## config.mk

```make
export PLATFORM = sky130hd
export DESIGN_NAME = pipe_hazard_unit
export DESIGN_NICKNAME = d
export VERILOG_FILES = /design/src/rtl/pipe_hazard_unit.sv
export SDC_FILE = /design/constraint.sdc
export NUM_CORES = 1
export LEC_CHECK = 0
export CORE_MARGIN = 3
export CORE_UTILIZATION = 41
export DETAILED_ROUTE_END_ITERATION = 10
export PLACE_DENSITY = 0.76
export RECOVER_POWER = 100
export SYNTH_ARGS = -nofsm -noshare
export SYNTH_HDL_FRONTEND = slang
export SYNTH_SLANG_ARGS = --single-unit
```

## constraint.sdc

```tcl
create_clock -name clk -period 1.77 [get_ports clk]
set_input_delay 0.354 -clock clk [delete_from_list [all_inputs] [get_ports clk]]
set_output_delay 0.354 -clock clk [all_outputs]
set_load 0.02 [all_outputs]
```

## src/rtl/pipe_hazard_unit.sv

```systemverilog
// Hazard/forwarding controller for the 5-stage pipeline: operand forwarding selects,
// load-use stall, branch flush, plus event FSM, saturating counters and stall watchdog.

module phu_fwd_sel (
  input  logic [4:0] src,
  input  logic       use_src,
  input  logic       exe_wreg,
  input  logic       exe_m2reg,
  input  logic [4:0] exe_rn,
  input  logic       mem_wreg,
  input  logic       mem_m2reg,
  input  logic [4:0] mem_rn,
  output logic [1:0] fwd,
  output logic       load_use
);
  logic hit_e, hit_m;

  always_comb begin
    hit_e    = exe_wreg && (exe_rn != 5'd0) && (exe_rn == src);
    hit_m    = mem_wreg && (mem_rn != 5'd0) && (mem_rn == src);
    fwd      = 2'b00;
    if (hit_e && !exe_m2reg)      fwd = 2'b01;
    else if (hit_m && !mem_m2reg) fwd = 2'b10;
    else if (hit_m)               fwd = 2'b11;
    // A load still in EXE has no data yet; the consumer must wait one cycle.
    load_use = use_src && hit_e && exe_m2reg;
  end
endmodule

module pipe_hazard_unit #(
  parameter int CNT_W     = 16,
  parameter int MAX_STALL = 4
) (
  input  logic             clk,
  input  logic             clrn,
  input  logic [4:0]       id_rs,
  input  logic [4:0]       id_rt,
  input  logic             id_use_rs,
  input  logic             id_use_rt,
  input  logic             id_branch_taken,
  input  logic             exe_wreg,
  input  logic             exe_m2reg,
  input  logic [4:0]       exe_rn,
  input  logic             mem_wreg,
  input  logic             mem_m2reg,
  input  logic [4:0]       mem_rn,
  output logic [1:0]       fwda,
  output logic [1:0]       fwdb,
  output logic             wpcir,
  output logic             bubble,
  output logic             flush_ifid,
  output logic [1:0]       state,
  output logic [CNT_W-1:0] stall_cnt,
  output logic [CNT_W-1:0] flush_cnt,
  output logic             stall_err
);
  localparam int NUM_OPS = 2;
  localparam int SW      = $clog2(MAX_STALL + 1);
  localparam logic [SW:0]   RUN_LIM = (SW+1)'(MAX_STALL);
  localparam logic [SW-1:0] RUN_MAX = SW'(MAX_STALL);

  typedef enum logic [1:0] {
    RUN    = 2'b00,
    LSTALL = 2'b01,
    FLUSH  = 2'b10
  } state_e;

  logic [NUM_OPS-1:0][4:0] op_src;
  logic [NUM_OPS-1:0]      op_use;
  logic [NUM_OPS-1:0][1:0] op_fwd;
  logic [NUM_OPS-1:0]      op_lu;

  assign op_src = {id_rt, id_rs};
  assign op_use = {id_use_rt, id_use_rs};

  for (genvar g = 0; g < NUM_OPS; g++) begin : g_op
    phu_fwd_sel u_sel (
      .src      (op_src[g]),
      .use_src  (op_use[g]),
      .exe_wreg (exe_wreg),
      .exe_m2reg(exe_m2reg),
      .exe_rn   (exe_rn),
      .mem_wreg (mem_wreg),
      .mem_m2reg(mem_m2reg),
      .mem_rn   (mem_rn),
      .fwd      (op_fwd[g]),
      .load_use (op_lu[g])
    );
  end

  logic load_hz, flush;

  // Control outputs are held at their safe values while reset is asserted.
  always_comb begin
    load_hz    = clrn && (|op_lu);
    flush      = clrn && id_branch_taken && !load_hz;
    fwda       = clrn ? op_fwd[0] : 2'b00;
    fwdb       = clrn ? op_fwd[1] : 2'b00;
    wpcir      = !load_hz;
    bubble     = load_hz;
    flush_ifid = flush;
  end

  state_e           state_q, state_d;
  logic [CNT_W-1:0] stall_cnt_q, stall_cnt_d;
  logic [CNT_W-1:0] flush_cnt_q, flush_cnt_d;
  logic [SW-1:0]    run_q, run_d;
  logic             stall_err_q, stall_err_d;
  logic [SW:0]      run_inc;

  always_comb begin
    state_d = RUN;
    if (load_hz)    state_d = LSTALL;
    else if (flush) state_d = FLUSH;

    stall_cnt_d = stall_cnt_q;
    if (load_hz && !(&stall_cnt_q)) stall_cnt_d = stall_cnt_q + 1'b1;
    flush_cnt_d = flush_cnt_q;
    if (flush && !(&flush_cnt_q)) flush_cnt_d = flush_cnt_q + 1'b1;

    // Consecutive-stall run length, saturating at the watchdog limit.
    run_inc     = {1'b0, run_q} + 1'b1;
    run_d       = '0;
    if (load_hz) run_d = (run_inc >= RUN_LIM) ? RUN_MAX : run_inc[SW-1:0];
    stall_err_d = stall_err_q || (load_hz && (run_inc >= RUN_LIM));
  end

  always_ff @(posedge clk or negedge clrn) begin
    if (!clrn) begin
      state_q     <= RUN;
      stall_cnt_q <= '0;
      flush_cnt_q <= '0;
      run_q       <= '0;
      stall_err_q <= 1'b0;
    end else begin
      state_q     <= state_d;
      stall_cnt_q <= stall_cnt_d;
      flush_cnt_q <= flush_cnt_d;
      run_q       <= run_d;
      stall_err_q <= stall_err_d;
    end
  end

  assign state     = state_q;
  assign stall_cnt = stall_cnt_q;
  assign flush_cnt = flush_cnt_q;
  assign stall_err = stall_err_q;
endmodule

```

# --- Yosys cells after proc, flatten, opt, wreduce, memory -nomap -nowiden ---
# Index checks and enable logic that the tools add are counted.
word_totals:
  register_bits: 38
  in_bits: 29
op_classes:
  magnitude_cmp: 1
  reduce_logical: 31
  n_eq_ne: 4
  mux: 12
  n_addsub: 3
ops:
  columns: ["cell", "n"]
  rows:
  - ["adder 16 x 1 -> 16 bit, second input constant", 2]
  - ["AND reduction 16 bit", 2]
  - ["equality test 5 bit", 4]
  - ["logical AND 1 bit", 20]
  - ["2-to-1 mux 2 bit", 10]
  - ["nonzero test 5 bit", 2]
  - ["2-to-1 mux 3 bit", 2]
  - ["zero test 1 bit", 5]
  - ["adder 3 x 1 -> 4 bit, second input constant", 1]
  - [">= comparator 4 x 3 -> 1 bit, second input constant", 1]
  - ["OR reduction 2 bit", 1]
  - ["logical OR 1 bit", 1]

# --- Longest topological paths before layout ---
depth:
  word_depth: 11
  mapped_depth: 8
  ltp_nobuf: 7

# --- Modules after synthesis ---
# Synthesis repeated with hierarchy kept, for this count alone.
hier_totals:
  hier_cells: 221
  hier_area_um2: 2185.8
modules_own_cells:
  columns: ["module", "area_each_um2", "cells_per_inst", "instances"]
  rows:
  - ["pipe_hazard_unit", 1823.0, 167, 1]
  - ["phu_fwd_sel", 181.4, 27, 2]

# --- Worst setup path after synthesis ---
# Ideal clock, no wire load.
synth_timing:
  kind: "input port to output port"
  startpoint: "input port exe_rn[0]"
  endpoint: "output port bubble"
  path_slack_ns: -0.375
  path_buffers: 0
  stages: 5
  t_arrival_ns: 1.791
  cell_sequence: "or4_1 > o21ai_2 > nor4_1 > nor2_1 > inv_1"
synth_between:
  elab_chain_cells: 7
  elab_cells_between_ends: 12
synth_lines:
  columns: ["element", "line", "source"]
  rows:
  - ["start, declared", "43", "input logic [4:0] exe_rn,"]
  - ["nonzero test 5 bit", "19", "hit_e = exe_wreg && (exe_rn != 5'd0) && (exe_rn == src);"]
  - ["logical AND 1 bit (2 in series)", "19", null]
  - ["logical AND 1 bit (2 in series)", "26", "load_use = use_src && hit_e && exe_m2reg;"]
  - ["OR reduction 2 bit (*)", "95", "load_hz = clrn && (|op_lu);"]
  - ["logical AND 1 bit (*)", "95", null]
  - ["end, declared", "50", "output logic bubble,"]
# Mark *: on every way between the ends. The rest lies on a longest branch, timed or not.

# --- Worst setup path in the final report ---
layout_timing:
  startpoint: "input port exe_rn[3]"
  endpoint: "register stall_cnt_q[12], in the netlist stall_cnt[12]"
layout_between:
  elab_chain_cells: 8
  elab_cells_between_ends: 13
layout_lines:
  columns: ["element", "line", "source"]
  rows:
  - ["nonzero test 5 bit", "19", null]
  - ["logical AND 1 bit (2 in series)", "19", null]
  - ["logical AND 1 bit (2 in series)", "26", null]
  - ["OR reduction 2 bit (*)", "95", null]
  - ["logical AND 1 bit (*)", "95", null]
  - ["logical AND 1 bit (*)", "117", "if (load_hz && !(&stall_cnt_q)) stall_cnt_d = stall_cnt_q + 1'b1;"]
  - ["end signal, assigned", "137", "stall_cnt_q <= stall_cnt_d;"]
  - ["end, declared", "105", "logic [CNT_W-1:0] stall_cnt_q, stall_cnt_d;"]
# Marks and branches as above.
# A chain may end at the register's enable or synchronous reset.

==> flow_metrics.tcl <==
set metrics [dict create \
    final-seq-area_um2 960 \
    insertion_delay_ps 300 \
    setup_viol 41 \
    crit_buf_inv 3 \
    synth_seq_cells 38 \
    nets 404 \
    powerDensity_nw_per_um2 666 \
    core-area_um2 4910 \
    fp.dieArea_um2 6160 \
    critPathSlowestCell "or3_4" \
    via_per_inst 5.45 \
    globalRouteTotalUtil 0.252 \
    relSlewSlack 0.732 \
    cts_root_buffer "clkbuf_8" \
    drive_above_1_share 0.528 \
    place.gp.congestion 0.923 \
    fill_cells 294 \
    rsz0062_at_grt "true" \
    final_common_cell "buf_4" \
    wirelength_mm 8.62 \
    pin_count 71 \
    grt_pass1_wl_mm 12.0 \
    cap_violations 0 \
    peakVddDrop_uv 618 \
    crit_path_end_kind "flip-flop" \
    final-hold-violation-count 0 \
    syn_inst 207 \
    tightestPinTransition_ps 399 \
    yosys_warnings 0 \
    seq_area_frac_synth 0.441 \
    hp-class "input pin to async pin" \
    finish.utilization 0.825 \
    synth_area_um2 2160 \
    p_switching_mw 0.803 \
    worstPathArrival_ps 2340 \
    layout_common_cells "buf_4 (72), dfrtp_1 (31), buf_6 (27)" \
    diodes 0 \
    seqPwrFrac 0.367 \
    core.rowCount 25 \
    async_flop_share 1.00 \
    dp_hpwl_mm 5.30 \
    setup_slack_ps -385 \
    critical-path-top-delay-family "simple AND/OR/NAND/NOR gates" \
    critPathKind "input pin to flip-flop" \
    crit_chain "buf_6, buf_6, xnor2_2, nand2_1, or3_4, buf_6, o22a_4, or3_4, mux2_4" \
    fmax_ghz 0.464 \
    pwr-share-comb 0.298 \
    antenna_found_initial 0 \
    portBuffers 70 \
    antenna_left 0 \
    clock-sinks 38 \
    grt_pass1_vias 2526 \
    htree_levels 2 \
    period_share 1.22 \
    final_max_slew_viol_count 0 \
    post-route-min-period_ps 2160 \
    cpPeakStageDelay_ps 420 \
    synth_edf_count 0 \
    overflow 0 \
    dominantRegCellSynth "dfrtp_1" \
    r2r_cells 8 \
    start_util 0.439 \
    worstReg2RegStart "stall_cnt[1]" \
    cts_tree "done" \
    clk_pin_slew_ps 80 \
    areaGrowthSynthToFinish_pct 87.9 \
    critPathLaunchType "input pin" \
    reg2reg_slack_ps -250 \
    crit_top_cell "buf_6" \
    vias 2397 \
    clkPwrFrac 0.335 \
    crit_required_ps 1960 \
    multi_input_area_um2 1610 \
    drt-initial-drc-count 147 \
    die_x_um 78.5 \
    regToRegEndpoint "stall_cnt[9]" \
    violations "negative setup slack" \
    cts.path.max_buffers 2 \
    p_int_mw 1.89 \
    tns_ps -8770 \
    crit_fanout 3 \
    drc 0 \
    fin_skew_ps 7.33 \
    p_leak_nw 1.94 \
    syn-num-nets 239 \
    switching_share 0.298 \
    firstDrtPassIters 4 \
    yosysUniqueCellTypes 34 \
    numCtsBuffers 5 \
    grt_max_degree 37 \
    avgSynthCellArea_um2 10.4 \
    status "finished with violations" \
    die_h_um 78.5 \
    wl_per_cell_um 19.6 \
]
cell usage after synthesis (2+ instances only):
master | n | area share
dfrtp_1 | 38 | 0.44
xnor2_1 | 33 | 0.13
nand3_1 | 18 | 0.042
nand2_1 | 17 | 0.030
xor2_1 | 17 | 0.069
nor4_1 | 10 | 0.029
nand4_1 | 9 | 0.026
nor2_1 | 8 | 0.014
and3_1 | 7 | 0.020
nor3_1 | 5 | 0.012
inv_1 | 4 | 0.0070
o21ai_0 | 4 | 0.0093
and2_1 | 3 | 0.0087
ha_1 | 3 | 0.017
nand2b_1 | 3 | 0.0087
or2_2 | 3 | 0.0087
or3_4 | 3 | 0.016
and4_1 | 2 | 0.0081
mux2_4 | 2 | 0.014
nor3b_2 | 2 | 0.012
o21a_1 | 2 | 0.0070
or4_1 | 2 | 0.0070
what timing repair did:
action	4_1_cts	5_1_grt
resized for setup	148	58
cloned	0	1
pin swaps	30	20
setup endpoints to repair	49	60
hold buffers	0	0
setup buffers	8	6
worst reg2reg max path, cell delays in order (launching register included):
cell and delay [ps]:
dfrtp_2 400, ha_4 150, nand3_1 100, nor4_2 390, or2_2 220, o32a_4 300
buf_6 140, nor2_4 30, xor2_1 200
power by group through the flow:
stage | registers [mW] | logic [mW] | clock network (mW)
after floorplan | 1.13 | 0.210 | 0
after global placement | 1.00 | 0.777 | 0
after detailed placement | 1.01 | 0.790 | 0
after CTS | 0.990 | 0.807 | 0.910
after global routing | 0.999 | 0.851 | 0.952
final | 0.989 | 0.804 | 0.904
cell families (layout without fill, tap and decap cells):
logic type	Yosys count	in the layout	synth area share
AOI/OAI and AO/OA	12	13	0.0551
xor gates and xnor gates	50	50	0.203
adders and majority gates	3	3	0.0174
buffers and inverters	6	171	0.0122
DFF	38	38	0.441
muxes	3	3	0.0192
and+or+nand+nor	95	95	0.252
flip-flops by register name, summed over array words and instances (netlist names):
| signal | count |
|---|---|
| flush_cnt | 16 |
| stall_cnt | 16 |
| run_q | 3 |
| state | 2 |
| stall_err | 1 |
cell type report:
| class | count | area share |
|---|---|---|
| Multi-Input combinational cell | 164 | 0.398 |
| Inverter | 4 | 0.00371 |
| Sequential cell | 38 | 0.237 |
| Clock inverter | 3 | 0.0170 |
| Tap cell | 67 | 0.0207 |
| Clock buffer | 5 | 0.0170 |
| Timing Repair Buffer | 159 | 0.307 |
metal layers:
layer,GRT usage,share of wire,vias up
met2,0.462,0.53,97
met4,0.0804,0.039,0
met1,0.289,0.38,1202
met5,0,0,-
met3,0.0539,0.044,28
li1,-,-,1070
stage by stage:
step	power (mW)	setup slack [ps]	hold slack [ps]	area (µm²)	instances
CTS	2.71	-308	4.57	3970	434
detailed placement	1.80	-1120	308	3680	420
floorplan	1.34	-300	58.4	2340	207
finish	2.70	-385	165	4050	440
global placement	1.78	-1120	315	3680	420
global route	2.80	-383	189	4050	440
how the worst max path moves through the flow:
| stage | from | endpoint | depth (start not counted) |
|---|---|---|---|
| 3_5_place_dp | exe_rn[0] | flush_ifid | 7 |
| 3_3_place_gp | exe_rn[0] | flush_ifid | 7 |
| 5_1_grt | exe_rn[0] | stall_cnt[12] | 9 |
| 2_1_floorplan | exe_rn[0] | flush_cnt[1] | 6 |
| 6_report | exe_rn[3] | stall_cnt[12] | 9 |
| 4_1_cts | exe_rn[2] | flush_ifid | 7 |
No activity file was read; power rests on OpenSTA's default activity.
